$ cat src/rtl/nonce_reporter_if.sv
// Nonce-buffer reader side plus byte-wide host stream, bundled for nonce_reporter.
//   nonce_valid : buffer holds at least one unread nonce (buffer -> reporter)
//   nonce_data  : head-of-buffer nonce (buffer -> reporter)
//   nonce_rd    : pop strobe, combinational (reporter -> buffer)
//   tx_data     : outgoing byte (reporter -> sink)
//   tx_valid    : tx_data valid (reporter -> sink)
//   tx_ready    : sink accepts byte (sink -> reporter)
// master = reporter side, slave = buffer/sink side.
interface nonce_reporter_if;
  localparam int unsigned NONCE_W = 32;
  localparam int unsigned BYTE_W  = 8;

  logic               nonce_valid;
  logic [NONCE_W-1:0] nonce_data;
  logic               nonce_rd;
  logic [BYTE_W-1:0]  tx_data;
  logic               tx_valid;
  logic               tx_ready;

  modport master (
    input  nonce_valid, nonce_data, tx_ready,
    output nonce_rd, tx_data, tx_valid
  );

  modport slave (
    output nonce_valid, nonce_data, tx_ready,
    input  nonce_rd, tx_data, tx_valid
  );
endinterface

$ cat src/rtl/nonce_reporter.sv
// Drains the nonce buffer and serializes each nonce as a 5-byte frame
// (HDR_BYTE + 4 bytes LSB first) on a valid/ready byte stream, then emits
// an end-of-run frame (END_BYTE + success byte) once the miner finishes.
// Ports:
//   clk, rst         : clock, synchronous active-high reset
//   bus_if (master)  : nonce buffer reader + byte stream
//   result_valid_i   : miner run complete (pulse or level)
//   success_i        : miner success flag, sampled with result_valid_i
//   busy_o           : frame in progress
//   report_count_o   : nonces fully transmitted, saturating
//   done_o           : end-of-run frame sent, held until rst
module nonce_reporter #(
  parameter int unsigned COUNT_W  = 16,
  parameter logic [7:0]  HDR_BYTE = 8'hA5,
  parameter logic [7:0]  END_BYTE = 8'h5A
) (
  input  logic               clk,
  input  logic               rst,
  nonce_reporter_if.master   bus_if,
  input  logic               result_valid_i,
  input  logic               success_i,
  output logic               busy_o,
  output logic [COUNT_W-1:0] report_count_o,
  output logic               done_o
);

  localparam int unsigned NONCE_W = 32;
  localparam int unsigned BYTE_W  = 8;

  typedef enum logic [3:0] {
    S_IDLE, S_HDR, S_B0, S_B1, S_B2, S_B3, S_EHDR, S_ESTAT, S_DONE
  } state_e;

  state_e               state_q, state_d;
  logic [NONCE_W-1:0]   shift_q, shift_d;
  logic [BYTE_W-1:0]    tx_data_q, tx_data_d;
  logic                 tx_valid_q, tx_valid_d;
  logic                 busy_q, busy_d;
  logic                 done_q, done_d;
  logic [COUNT_W-1:0]   count_q, count_d;
  logic                 pend_q, pend_d;
  logic                 succ_q, succ_d;
  logic                 xfer;
  logic                 nonce_rd_c;

  // Pop strobe is combinational so the head entry leaves on the capture edge.
  assign nonce_rd_c = !rst && (state_q == S_IDLE) && bus_if.nonce_valid;
  assign xfer       = tx_valid_q && bus_if.tx_ready;

  // Next-state, result latch and next registered outputs.
  always_comb begin
    state_d    = state_q;
    shift_d    = shift_q;
    count_d    = count_q;
    pend_d     = pend_q;
    succ_d     = succ_q;
    tx_data_d  = '0;
    tx_valid_d = 1'b0;
    busy_d     = 1'b0;
    done_d     = 1'b0;

    // First completion wins; later assertions are ignored until reset.
    if (state_q != S_DONE && result_valid_i && !pend_q) begin
      pend_d = 1'b1;
      succ_d = success_i;
    end

    unique case (state_q)
      S_IDLE: begin
        // Queued nonces always drain before the end-of-run frame.
        if (nonce_rd_c) begin
          shift_d = bus_if.nonce_data;
          state_d = S_HDR;
        end else if (pend_q) begin
          state_d = S_EHDR;
        end
      end
      S_HDR: if (xfer) state_d = S_B0;
      S_B0: if (xfer) begin
        shift_d = {8'h00, shift_q[NONCE_W-1:BYTE_W]};
        state_d = S_B1;
      end
      S_B1: if (xfer) begin
        shift_d = {8'h00, shift_q[NONCE_W-1:BYTE_W]};
        state_d = S_B2;
      end
      S_B2: if (xfer) begin
        shift_d = {8'h00, shift_q[NONCE_W-1:BYTE_W]};
        state_d = S_B3;
      end
      S_B3: if (xfer) begin
        if (count_q != {COUNT_W{1'b1}}) count_d = count_q + COUNT_W'(1);
        state_d = S_IDLE;
      end
      S_EHDR:  if (xfer) state_d = S_ESTAT;
      S_ESTAT: if (xfer) state_d = S_DONE;
      S_DONE:  state_d = S_DONE;
      default: state_d = S_IDLE;
    endcase

    // Outputs are registered from the next state so they line up with it.
    unique case (state_d)
      S_HDR:                    tx_data_d = HDR_BYTE;
      S_B0, S_B1, S_B2, S_B3:   tx_data_d = shift_d[BYTE_W-1:0];
      S_EHDR:                   tx_data_d = END_BYTE;
      S_ESTAT:                  tx_data_d = {7'b0, succ_d};
      default:                  tx_data_d = '0;
    endcase
    tx_valid_d = (state_d != S_IDLE) && (state_d != S_DONE);
    busy_d     = tx_valid_d;
    done_d     = (state_d == S_DONE);
  end

  // State and output registers.
  always_ff @(posedge clk) begin
    if (rst) begin
      state_q    <= S_IDLE;
      shift_q    <= '0;
      tx_data_q  <= '0;
      tx_valid_q <= 1'b0;
      busy_q     <= 1'b0;
      done_q     <= 1'b0;
      count_q    <= '0;
      pend_q     <= 1'b0;
      succ_q     <= 1'b0;
    end else begin
      state_q    <= state_d;
      shift_q    <= shift_d;
      tx_data_q  <= tx_data_d;
      tx_valid_q <= tx_valid_d;
      busy_q     <= busy_d;
      done_q     <= done_d;
      count_q    <= count_d;
      pend_q     <= pend_d;
      succ_q     <= succ_d;
    end
  end

  assign bus_if.nonce_rd = nonce_rd_c;
  assign bus_if.tx_data  = tx_data_q;
  assign bus_if.tx_valid = tx_valid_q;
  assign busy_o          = busy_q;
  assign report_count_o  = count_q;
  assign done_o          = done_q;

endmodule

$ cat src/flat_wrapper.sv
// flat-port wrapper written by rule: the top's interface ports become plain ports
module nonce_reporter_flat 
#(
  parameter int unsigned COUNT_W  = 16,
  parameter logic [7:0]  HDR_BYTE = 8'hA5,
  parameter logic [7:0]  END_BYTE = 8'h5A
)
  (clk, rst, result_valid_i, success_i, busy_o, report_count_o, done_o, bus_if_nonce_valid, bus_if_nonce_data, bus_if_tx_ready, bus_if_nonce_rd, bus_if_tx_data, bus_if_tx_valid);
  nonce_reporter_if bus_if_i ();
  input  logic clk;
  input  logic rst;
  input  logic result_valid_i;
  input  logic success_i;
  output logic busy_o;
  output logic [COUNT_W-1:0] report_count_o;
  output logic done_o;
  input wire logic [$bits(bus_if_i.nonce_valid)-1:0] bus_if_nonce_valid;
  input wire logic [$bits(bus_if_i.nonce_data)-1:0] bus_if_nonce_data;
  input wire logic [$bits(bus_if_i.tx_ready)-1:0] bus_if_tx_ready;
  output wire logic [$bits(bus_if_i.nonce_rd)-1:0] bus_if_nonce_rd;
  output wire logic [$bits(bus_if_i.tx_data)-1:0] bus_if_tx_data;
  output wire logic [$bits(bus_if_i.tx_valid)-1:0] bus_if_tx_valid;
  assign bus_if_i.nonce_valid = bus_if_nonce_valid;
  assign bus_if_i.nonce_data = bus_if_nonce_data;
  assign bus_if_i.tx_ready = bus_if_tx_ready;
  assign bus_if_nonce_rd = bus_if_i.nonce_rd;
  assign bus_if_tx_data = bus_if_i.tx_data;
  assign bus_if_tx_valid = bus_if_i.tx_valid;
  nonce_reporter #(.COUNT_W(COUNT_W), .HDR_BYTE(HDR_BYTE), .END_BYTE(END_BYTE)) u_core (.clk(clk), .rst(rst), .bus_if(bus_if_i), .result_valid_i(result_valid_i), .success_i(success_i), .busy_o(busy_o), .report_count_o(report_count_o), .done_o(done_o));
endmodule
$ cat config.mk
export PLATFORM = sky130hd
export DESIGN_NAME = nonce_reporter_flat
export DESIGN_NICKNAME = d
export VERILOG_FILES = /design/src/rtl/nonce_reporter_if.sv /design/src/rtl/nonce_reporter.sv /design/src/flat_wrapper.sv
export SDC_FILE = /design/constraint.sdc
export NUM_CORES = 1
export LEC_CHECK = 0
export CELL_PAD_IN_SITES_DETAIL_PLACEMENT = 1
export CELL_PAD_IN_SITES_GLOBAL_PLACEMENT = 1
export CORE_MARGIN = 4
export CORE_UTILIZATION = 24
export CTS_BUF_LIST = sky130_fd_sc_hd__clkbuf_16
export CTS_CLUSTER_DIAMETER = 200
export DETAILED_ROUTE_END_ITERATION = 16
export PLACE_DENSITY = 0.62
export SYNTH_ARGS = -nofsm -noshare
export SYNTH_HDL_FRONTEND = slang
export SYNTH_SLANG_ARGS = --single-unit
$ cat constraint.sdc
create_clock -name clk -period 2.35 [get_ports clk]
set_input_delay 0.3525 -clock clk [delete_from_list [all_inputs] [get_ports clk]]
set_output_delay 0.3525 -clock clk [all_outputs]
set_load 0.005 [all_outputs]
==> run metrics, run 1 <==
Post-synth EDFFs 0; Worst-Margin Slew 774 ps; Top FF cell, synth dfxtp_1; post-route ant nets 0; wirelength, routed 8.46 mm; num rows 39; routability congestion estimate 0.841; synthesized instance count 333; HPWL after DPL 6.16 mm; min cycle time layout 2220 ps; Slew HR 0.479; net switching power 0.000765 W; final worst path period share 0.945; Sequential cell area 1280 um2; antenna violations before repair 0; cts hold-fix bufs 0; input/output buffers 65; setup TNS 0 ps; Placed Instance Area 3670 um2; synth warn 0; Die X 117 um; Initial Utilization 0.248; Die Span Y 117 um; H-tree Lvls 3; Vias 2722; critical path data arrival time 1870 ps; Max Fanout on Critical Path 7; Post-Syn Nets 372; mapped cell area 2860 um2; Min Hold Slack 343 ps; post-synthesis cell type count 51; cell internal pwr 0.00231 W; Cell Chain, Critical Path buf_4 > nor3b_2 > nand2_1 > inv_2 > clkdlybuf4s50_1; via-per-instance ratio 4.97; max-slew violations 0; Critical Path RT 2000 ps; drt initial violations 128; CTS Buf Count 9; Area Growth Syn to Fin 40.0%; switching fraction of total power 0.249; Clock Pin Slew Worst Setup and Hold Paths 60 ps; post-CTS resize count 0; DR DRC count 0; CTS tree built; sequential share of power 0.391; final setup fails 0; startpoint class of the critical path flop; maximum clock path buffer count 2; status completed; max cap viols 0; Hold Crit Class primary input to flop; VDD IR max 0.302 mV; post-layout instance area 4000 um2; post-CTS setup buffers 0; crit end category output pin; Congestion Overflow GR 0; power density over cell area 770 nW/um2; Core ar. 11500 um2; ratio of cells with drive above 1 in the final layout 0.0938; n_diodes 0; #FFs+latches synth 64; drt wl/cell 15.4 um; CTS sink cnt 64; unrepaired setup endpoints after global routing false; syn_area_per_cell 8.57 um2; power share of the clock group 0.461; Reg2Reg Depth 5; number of iterations in the first detailed-routing pass 4; GRT Total Usage 0.129; Clock Latency Late Sink 320 ps; ys async rst share 0; CP max-delay cell clkdlybuf4s50_1; Die ar. 13700 um2; Multi-input gate area 1440 um2; Synth top area share 0.449; peak per-stage delay on the critical path 520 ps; Combinational Power Share 0.147; worst hold stages 2; largest net degree at the start of global routing 56; Pleak 1.37 nW; top-count cell post-synth dfxtp_1; IO Count 66; Setup CP Type flop to output pin; sequential fraction of the synthesis area 0.449; Layout fillers 1361; top cells by count, synth dfxtp_1, a21oi_1, nand2_1; Final Skew 9.13 ps; Fmax 0.450 GHz; global-route wire length before repair 13.9 mm; number of global-route vias before repair 2750; largest area contributor in the synthesized netlist dfxtp_1; clock tree root driver cell clkbuf_16; top cells by area, synth dfxtp_1, a21oi_1, nand2_1; Final Hold Fails 0; Nets 439
## metal layers
metal | track usage | up-vias | wire (um)
met1 | 0.180 | 1307 | 4310
li1 | - | 1352 | -
met3 | 0.0262 | 7 | 307
met4 | 0.0459 | 0 | 99
met5 | 0 | - | 0
met2 | 0.196 | 56 | 3750
## layout by cell type, fill, tap and decap left out, types with 3 or more instances in the layout
cell type,Yosys,layout
a21oi_1,41,41
a22o_1,7,7
a22oi_1,17,17
and2_1,3,3
and3_1,5,5
buf_4,5,12
clkbuf_16,0,9
clkdlybuf4s50_1,0,64
dfxtp_1,64,64
inv_1,5,5
nand2_1,36,36
nand3_1,18,18
nand3b_1,3,3
nand4_1,6,6
nor2_1,27,27
nor2b_1,4,4
nor3_1,4,4
nor4_1,6,6
o21ai_0,7,7
o22ai_1,3,3
o31ai_1,4,4
or3_1,3,3
or4_1,4,4
xnor2_1,8,8
xor2_1,3,3
## layout make-up
type	count	share of cell area
Clock inverter	7	0.0235
Sequential cell	64	0.321
Inverter	6	0.00564
Multi-Input combinational cell	241	0.360
Clock buffer	9	0.0564
Tap cell	143	0.0448
Timing Repair Buffer	78	0.189
## sequential cells by signal (all words and copies together), names as in the netlist
| name | count |
|---|---|
| u_core.bus_if.tx_data | 8 |
| u_core.bus_if.tx_valid | 1 |
| u_core.done_o | 1 |
| u_core.succ_q | 1 |
| u_core.pend_q | 1 |
| u_core.report_count_o | 16 |
| u_core.state_q | 4 |
| u_core.shift_q | 32 |
## worst max-delay path: cells and delay by family (launching register included)
| kind | cells | cell delay, ps |
|---|---|---|
| DFF | 1 | 370 |
| and+or+nand+nor | 2 | 340 |
| buffers and inverters | 3 | 840 |
## power groups by stage
stage / logic (W) / registers (W) / clock network [W]
5_1_grt: 0.000505 / 0.00121 / 0.00152
2_1_floorplan: 0.000269 / 0.00120 / 0
3_3_place_gp: 0.000447 / 0.00122 / 0
6_report: 0.000453 / 0.00120 / 0.00142
4_1_cts: 0.000453 / 0.00120 / 0.00147
3_5_place_dp: 0.000451 / 0.00123 / 0
## cell families after synthesis
logic type	Yosys count	share of synthesized area
and+or+nand+nor	130	0.234
AOI/OAI and AO/OA	96	0.217
DFF	64	0.449
buffers and inverters	28	0.0513
xor gates and xnor gates	11	0.0337
muxes	3	0.0110
adders and majority gates	1	0.00438
## path summary, 6_finish.rpt
kind | from | endpoint | slack, ps
setup / recovery | u_core.state_q[3] | bus_if_nonce_rd | 130
hold / removal | rst | u_core.pend_q | 340
setup reg to reg | u_core.state_q[1] | u_core.bus_if.tx_data[6] | 260
hold reg to reg | u_core.shift_q[23] | u_core.shift_q[23] | 460
## through the flow
step                instances  total power [W]  worst slack [ps]  utilization
finish                    548          0.00308               130        0.347
global route              548          0.00323              11.7        0.347
CTS                       548          0.00312              10.8        0.346
detailed placement        532          0.00168              11.5        0.318
global placement          532          0.00167              34.8        0.318
floorplan                 333          0.00147               507            -
(Power assumes the default switching activity.)
==> run 2, diff against run 1 <==
--- a/config.mk
+++ b/config.mk
@@ -9,7 +9,6 @@
 export CELL_PAD_IN_SITES_GLOBAL_PLACEMENT = 1
 export CORE_MARGIN = 4
 export CORE_UTILIZATION = 24
-export CTS_BUF_LIST = sky130_fd_sc_hd__clkbuf_16
 export CTS_CLUSTER_DIAMETER = 200
 export DETAILED_ROUTE_END_ITERATION = 16
 export PLACE_DENSITY = 0.62
==> run 2 against run 1 <==
Effect of this change:
- utilization rose by 0.087 points
- global-route usage increased by 0.064 points
- critical path depth is the same
- power is 1.1% higher
- critical path type unchanged
- largest power group unchanged
- highest routed layer unchanged
==> run metrics, run 2 (synthesis gave the netlist of run 1 again) <==
status completed; maximum clock path buffer count 2 (unchanged); Crit Reg-Reg Endpoint u_core.report_count_o[1]; ratio of cells with drive above 1 in the final layout 0.0963 (+0.00247); Reg2Reg Depth 6 (+1); M1 GR Usage 0.185 (+0.00505); Die X 117 um (unchanged); H-tree Lvls 3 (unchanged); Critical Path RT 2000 ps (about the same); Placed Cells 532 (unchanged); max reg flops 32 (unchanged); Vias 2730 (+0.29%); DR DRC count 0 (unchanged); R2R Path Start u_core.report_count_o[0]; routing usage on met2 0.190 (-0.00607); GRT busiest layer met2; Clock Pin Slew Worst Setup and Hold Paths 60 ps (about the same); setup TNS 0 ps (unchanged); drt initial violations 108 (-16%); Clock Latency Late Sink 320 ps (about the same); unrepaired setup endpoints after global routing false; via-per-instance ratio 4.98 (+0.29%); num rows 39 (unchanged); Final Skew 8.97 ps (-0.154 ps); cts hold-fix bufs 0 (unchanged); Core ar. 11500 um2 (unchanged); largest net degree at the start of global routing 56 (unchanged); clock tree root driver cell clkbuf_16; post-layout instance area 4010 um2 (+0.25%); post-route ant nets 0 (unchanged); max cap viols 0 (unchanged); hold_sp rst; Initial Utilization 0.248 (unchanged); met3 Use GR 0.0262 (unchanged); global-route wire length before repair 13.9 mm (+0.25%); power after layout 0.00311 W (+1.1%); final setup fails 0 (unchanged); Top reg by flops u_core.shift_q; final worst path period share 0.945 (about the same); VDD IR max 0.303 mV (+0.32%); antenna violations before repair 0 (unchanged); CTS tree built; n_diodes 0 (unchanged); Hold Path Sink u_core.pend_q; Setup CP Type flop to output pin; HPWL after DPL 6.16 mm (unchanged); crit end category output pin; critical path data arrival time 1870 ps (about the same); Hold Crit Class primary input to flop; startpoint class of the critical path flop; number of global-route vias before repair 2745 (-0.18%); Pleak 1.38 nW (+0.41%); Fmax 0.450 GHz (about the same); max-slew violations 0 (unchanged); min cycle time layout 2220 ps (+1.30 ps); drt wl/cell 15.5 um (about the same); Die ar. 13700 um2 (unchanged); GRT Total Usage 0.129 (+0.000643); most frequent cells in the layout clkdlybuf4s50_1, dfxtp_1, a21oi_1; number of iterations in the first detailed-routing pass 4 (unchanged); post-CTS setup buffers 0 (unchanged); Nets 439 (unchanged); Finished Layout Cells 548 (unchanged); input/output buffers 65 (unchanged); Final Util 0.348 (+0.000869); R2R Setup Slk 290 ps (+30 ps); CTS sink cnt 64 (unchanged); Die Span Y 117 um (unchanged); Max Fanout on Critical Path 7 (unchanged); IO Count 66 (unchanged); Congestion Overflow GR 0 (unchanged); worst hold stages 2 (unchanged); Worst-Margin Slew 759 ps (-15.7 ps); Placed Instance Area 3670 um2 (unchanged); CTS Buf Count 9 (unchanged); Area Growth Syn to Fin 40.3%; routability congestion estimate 0.841 (unchanged); power density over cell area 776 nW/um2 (+0.88%); Slew HR 0.490 (+0.0106); wirelength, routed 8.47 mm (about the same); Final Hold Fails 0 (unchanged)
run 2: cell types whose count changed in the layout (fill, tap and decap cells not counted):
| cell | before | now |
|---|---|---|
| clkbuf_8 | 0 | 1 |
| clkinv_1 | 1 | 0 |
run 2: how the worst max path moves through the flow:
| stage | start | to | cells past startpoint | slack (ps) |
|---|---|---|---|---|
| 5_1_grt | u_core.state_q[3] | bus_if_nonce_rd | 5 | 9 |
| 4_1_cts | u_core.state_q[3] | bus_if_nonce_rd | 5 | 8 |
| 2_1_floorplan | u_core.state_q[0] | u_core.bus_if.tx_data[0] | 6 | 510 |
| 6_report | u_core.state_q[3] | bus_if_nonce_rd | 5 | 130 |
| 3_5_place_dp | bus_if_nonce_valid | u_core.bus_if.tx_data[2] | 8 | 10 |
| 3_3_place_gp | bus_if_nonce_valid | bus_if_nonce_rd | 5 | 30 |
run 2: layout make-up:
type                       count  area (um2)
tap                          143         179
clock inverter                 6        90.1
sequential                    64        1280
clock buffer                  10         239
timing repair buffer          78         756
multi-input combinational    241        1440
fill                        1362        7510
inverter                       6        22.5
run 2: metal layers:
metal / share of wire / wire length (um)
met5: 0 / 0
met4: 0.013 / 111
met3: 0.039 / 330
met2: 0.44 / 3700
met1: 0.51 / 4330
run 2: what timing repair did:
item,CTS,global route
gates resized for setup,0,2
endpoints found under the hold margin,0,0
endpoints found under the setup margin,0,1
run 2: critical path, stage by stage (launching register included):
cell and delay, ps:
dfxtp_1 370, buf_4 180, nor3b_2 200, nand2_1 140, inv_2 140, clkdlybuf4s50_1 520
run 2: power by group:
group | internal (W) | total [W] | leakage (nW) | switching, W
sequential | 0.00115 | 0.00120 | 0.520 | 0.0000527
combinational | 0.000231 | 0.000453 | 0.698 | 0.000222
clock | 0.000960 | 0.00145 | 0.159 | 0.000493
total | 0.00234 | 0.00311 | 1.38 | 0.000767
run 2: stage by stage:
stage | setup slack, ps | hold WS [ps]
3_5_place_dp | 11.5 | 448
6_report | 128 | 342
3_3_place_gp | 34.8 | 444
2_1_floorplan | 507 | 436
4_1_cts | 8.24 | 326
5_1_grt | 8.88 | 355
